## src/rtl/vga_sync_gen.sv

```systemverilog
// vga_sync_gen: 640x480@60 VGA timing from a 100 MHz clock (25 MHz pixel enable, h/v counters, sync pulses)
//   clk      : 100 MHz system clock
//   reset    : asynchronous active-high reset
//   hsync    : horizontal sync, active-low, registered
//   vsync    : vertical sync, active-low, registered
//   video_on : high while x/y lie inside the visible area
//   p_tick   : one-clk pixel enable, every 4th clk
//   x, y     : current pixel column and line
module vga_sync_gen #(
    parameter int H_DISPLAY = 640,
    parameter int H_FRONT   = 16,
    parameter int H_SYNC    = 96,
    parameter int H_BACK    = 48,
    parameter int V_DISPLAY = 480,
    parameter int V_FRONT   = 10,
    parameter int V_SYNC    = 2,
    parameter int V_BACK    = 33
) (
    input  logic       clk,
    input  logic       reset,
    output logic       hsync,
    output logic       vsync,
    output logic       video_on,
    output logic       p_tick,
    output logic [9:0] x,
    output logic [9:0] y
);
    localparam logic [9:0] H_VIS = 10'(H_DISPLAY);
    localparam logic [9:0] H_SS  = 10'(H_DISPLAY + H_FRONT);
    localparam logic [9:0] H_SE  = 10'(H_DISPLAY + H_FRONT + H_SYNC);
    localparam logic [9:0] H_MAX = 10'(H_DISPLAY + H_FRONT + H_SYNC + H_BACK - 1);
    localparam logic [9:0] V_VIS = 10'(V_DISPLAY);
    localparam logic [9:0] V_SS  = 10'(V_DISPLAY + V_FRONT);
    localparam logic [9:0] V_SE  = 10'(V_DISPLAY + V_FRONT + V_SYNC);
    localparam logic [9:0] V_MAX = 10'(V_DISPLAY + V_FRONT + V_SYNC + V_BACK - 1);

    logic [1:0] r_div;
    logic [9:0] r_h, r_v;
    logic       r_hs, r_vs;
    logic       w_tick, w_h_end, w_v_end;
    logic [9:0] w_h_next, w_v_next;

    always_comb begin
        w_tick   = r_div == 2'd3;
        w_h_end  = r_h == H_MAX;
        w_v_end  = r_v == V_MAX;
        w_h_next = w_tick ? (w_h_end ? 10'd0 : r_h + 10'd1) : r_h;
        w_v_next = (w_tick && w_h_end) ? (w_v_end ? 10'd0 : r_v + 10'd1) : r_v;
    end

    // Syncs are decoded from the next-state counts so they switch on the same edge as x/y.
    always_ff @(posedge clk or posedge reset) begin
        if (reset) begin
            r_div <= 2'd0;
            r_h   <= 10'd0;
            r_v   <= 10'd0;
            r_hs  <= 1'b1;
            r_vs  <= 1'b1;
        end else begin
            r_div <= r_div + 2'd1;
            r_h   <= w_h_next;
            r_v   <= w_v_next;
            r_hs  <= !(w_h_next >= H_SS && w_h_next < H_SE);
            r_vs  <= !(w_v_next >= V_SS && w_v_next < V_SE);
        end
    end

    assign p_tick   = w_tick;
    assign x        = r_h;
    assign y        = r_v;
    assign hsync    = r_hs;
    assign vsync    = r_vs;
    assign video_on = (r_h < H_VIS) && (r_v < V_VIS);
endmodule
```

## config.mk

```make
export PLATFORM = sky130hd
export DESIGN_NAME = vga_sync_gen
export DESIGN_NICKNAME = d
export VERILOG_FILES = /design/src/rtl/vga_sync_gen.sv
export SDC_FILE = /design/constraint.sdc
export NUM_CORES = 1
export LEC_CHECK = 0
export CAP_MARGIN = 20
export CORE_ASPECT_RATIO = 1.75
export CORE_MARGIN = 2
export CORE_UTILIZATION = 45
export DETAILED_ROUTE_END_ITERATION = 7
export HOLD_SLACK_MARGIN = 0.12
export PLACE_DENSITY = 0.73
export SLEW_MARGIN = 20
export SYNTH_ARGS = -nofsm -noshare
export SYNTH_HDL_FRONTEND = slang
export SYNTH_SLANG_ARGS = --single-unit
```

## constraint.sdc

```tcl
create_clock -name clk -period 1.9 [get_ports clk]
set_input_delay 0.57 -clock clk [delete_from_list [all_inputs] [get_ports clk]]
set_output_delay 0.57 -clock clk [all_outputs]
set_load 0.01 [all_outputs]
```

==> impl_metrics.env <==
export IMPL_status="finished, final reports clean"
export IMPL_dpl_hpwl_um=2425
export IMPL_synth_top_area_share_pct=40.55
export IMPL_h_tree_depth=1
export IMPL_crit_path_max_incr_delay_ns=0.53
export IMPL_cts_sinks=24
export IMPL_dpl_cell_area_mm2=0.001782
export IMPL_leakage_uw=0.0009882
export IMPL_fp_dieW_um=45.52
export IMPL_cts_buffer_depth=2
export IMPL_max_cap_violations=0
export IMPL_cp_arrival_ns=1.29
export IMPL_slew_viol_final=0
export IMPL_whs_ns=0.5163
export IMPL_worst_slew_pin_slew_ns=0.3767
export IMPL_io_buffers=25
export IMPL_worstSetupEndpoint="y[7]"
export IMPL_crit_type="reg2out"
export IMPL_dr_pass1_iters=4
export IMPL_final_fill_count=214
export IMPL_cts_tree="built"
export IMPL_numCtsBuffers=3
export IMPL_grt_overflow_total=0
export IMPL_ys_seq_elements=24
export IMPL_synth_cell_area_mm2=0.001358
export IMPL_cp_required_ns=1.33
export IMPL_startpoint_type="flop"
export IMPL_hold_path_class="reg2reg"
export IMPL_crit_chain="buf_4, clkdlybuf4s50_1"
export IMPL_vias=1271
export IMPL_path_clk_slew_ns=0.09
export IMPL_synth_ff_type="dfrtp_1"
export IMPL_multiInputGateArea_um2=724.4
export IMPL_power_uw=975.6
export IMPL_diodes=0
export IMPL_synth_edf_count=0
export IMPL_seq_area_um2=610.6
export IMPL_yosysTopAreaCell="dfrtp_1"
export IMPL_via_per_inst=5.624
export IMPL_antenna_left=0
export IMPL_grt_pass1_vias=1281
export IMPL_final_hold_viol_count=0
export IMPL_drtIter0Drc=40
export IMPL_dpl_cell_count=213
export IMPL_cp_startpoint="y[7]"
export IMPL_timing_rr_end="hsync"
export IMPL_rows=26
export IMPL_cts_root_buf="clkbuf_8"
export IMPL_layout_drive_gt1_share_pct=26.26
export IMPL_nets=205
export IMPL_wirelength_um=3330
export IMPL_timing_reg2reg_setup_slack_ns=0.07
export IMPL_synth_area_per_cell_um2=9.298
export IMPL_period_share_pct=97.77
export IMPL_fin_worst_skew_ns=0.002591
export IMPL_wire_per_inst_um=14.73
export IMPL_synth_common_cells="dfrtp_1 (22), nand2_1 (19), nor2_1 (13)"
export IMPL_syn_inst=146
export IMPL_worstRegToRegCells=5
export IMPL_grt_antenna_before_repair=0
export IMPL_cp_end_kind="output port"
export IMPL_cp_slowest_cell="clkdlybuf4s50_1"
export IMPL_core_mm2=0.002895
export IMPL_syn_to_final_growth_pct=45.81
export IMPL_r2r_start="x[5]"
export IMPL_vdd_drop_max_mv=0.5768
export IMPL_drc_errors=0
export IMPL_postSynthNetCount=152
export IMPL_die_area_mm2=0.003490
export IMPL_worst_slack_ns=0.04228
export IMPL_worst_path_max_fanout=5
export IMPL_relSlewSlack_pct=74.62
export IMPL_min_period_ns=1.858
export IMPL_start_util_pct=46.89
export IMPL_globalplace_congestion=0.8641
export IMPL_pin_count=26
export IMPL_die_h_um=76.66
export IMPL_setup_viol=0
export IMPL_async_reset_ff_share_pct=100.0
export IMPL_fin_cells=226
export IMPL_fmax_ghz=0.5383
export IMPL_track_usage_pct=20.75
export IMPL_ys_top_cells_by_area="dfrtp_1 (41%), nand2_1 (5.3%), xnor2_1 (5.2%), dfstp_2 (3.9%), ha_1 (3.7%)"
export IMPL_yosysMostFrequentCell="dfrtp_1"
export IMPL_ys_seq_area_share_pct=44.42
export IMPL_grt_pass1_wl_um=5513
export IMPL_powerDensity_mw_per_mm2=492.9
export IMPL_yosysUniqueCellTypes=39
export IMPL_clk_latency_ns=0.27
export IMPL_yosysWarningCount=0
export IMPL_stdcell_area_mm2=0.001979
export IMPL_dp_slack_ns=0.01592
export IMPL_grt_max_degree=25
logic make-up after synthesis:
group                    Yosys count  share of synthesized area, %
AND/OR/NAND/NOR                   68                         27.56
adder cells (fa/ha/maj)            4                         3.687
flip-flops                        24                         44.42
XOR/XNOR                          11                         7.097
AO/OA/AOI/OAI                     24                         11.34
multiplexers                       2                         1.475
buffers and inverters             13                         4.424
stage by stage:
stage                     utilization [%]  TNS (ns)
after floorplan                         -         0
after global placement              61.54         0
after detailed placement            61.54         0
after CTS                           64.65         0
after global routing                68.37  -0.03631
final                               68.37         0
worst min path at each step:
stage / from / to / cells after the start
floorplan: r_div[0] / r_div[0] / 1
global placement: r_div[0] / r_div[0] / 1
detailed placement: r_div[0] / r_div[0] / 1
CTS: r_div[1] / r_div[1] / 1
global route: y[2] / y[2] / 1
finish: y[2] / y[2] / 1
sequential cells by signal (all words and copies together), names as in the netlist:
| register | count |
|---|---|
| hsync | 1 |
| r_div | 2 |
| vsync | 1 |
| x | 10 |
| y | 10 |
power breakdown:
group,leakage (µW),total (µW),internal (µW),switching (µW)
registers,0.000307,510,510,0
clock network,0.0000357,452,282,170
logic,0.000646,13.1,3.30,9.76
total,0.000988,976,796,180
cells in the final DEF, fill, tap and decap left out, drive strengths merged, types with 2 or more instances in the layout:
cell type      instances
a21oi                  4
a31oi                  2
and3                   3
buf                   31
clkbuf                 4
clkdlybuf4s50         11
dfrtp                 22
dfstp                  2
dlygate4sd2            2
dlymetal6s2s          11
ha                     4
inv                    5
mux2i                  2
nand2                 19
nand3                 10
nand4                  5
nor2                  13
nor2b                  2
nor3                   6
o21ai                  9
o22ai                  2
o31ai                  2
or3                    3
xnor2                  8
xor2                   3
what timing repair did:
action | CTS | global route
hold buffers | 0 | 0
endpoints found under the setup margin | 6 | 19
resized for setup | 8 | 19
buffers inserted | 1 | 8
pin swaps | 0 | 4
metal layers:
metal / GRT usage (%) / part of all wire (%) / vias up
met5: 0 / 0 / -
met4: 8.529 / 1.3 / 0
met3: 3.059 / 2.6 / 4
met2: 35.07 / 53 / 28
met1: 24.77 / 43 / 608
li1: - / - / 631
cell type report:
cell class	instances	area share, %
clock inverter	1	1.517
inverter	5	0.9482
tap	28	1.770
sequential	24	30.85
timing repair buffer	56	26.23
clock buffer	3	2.086
multi-input combinational	109	36.60
worst max-delay path, delay by kind of cell (launching register included):
family / cells / cell delay [ns]
buf+inv: 2 / 0.67
flops: 1 / 0.35
Note: power is estimated with default switching activity, not from simulation.
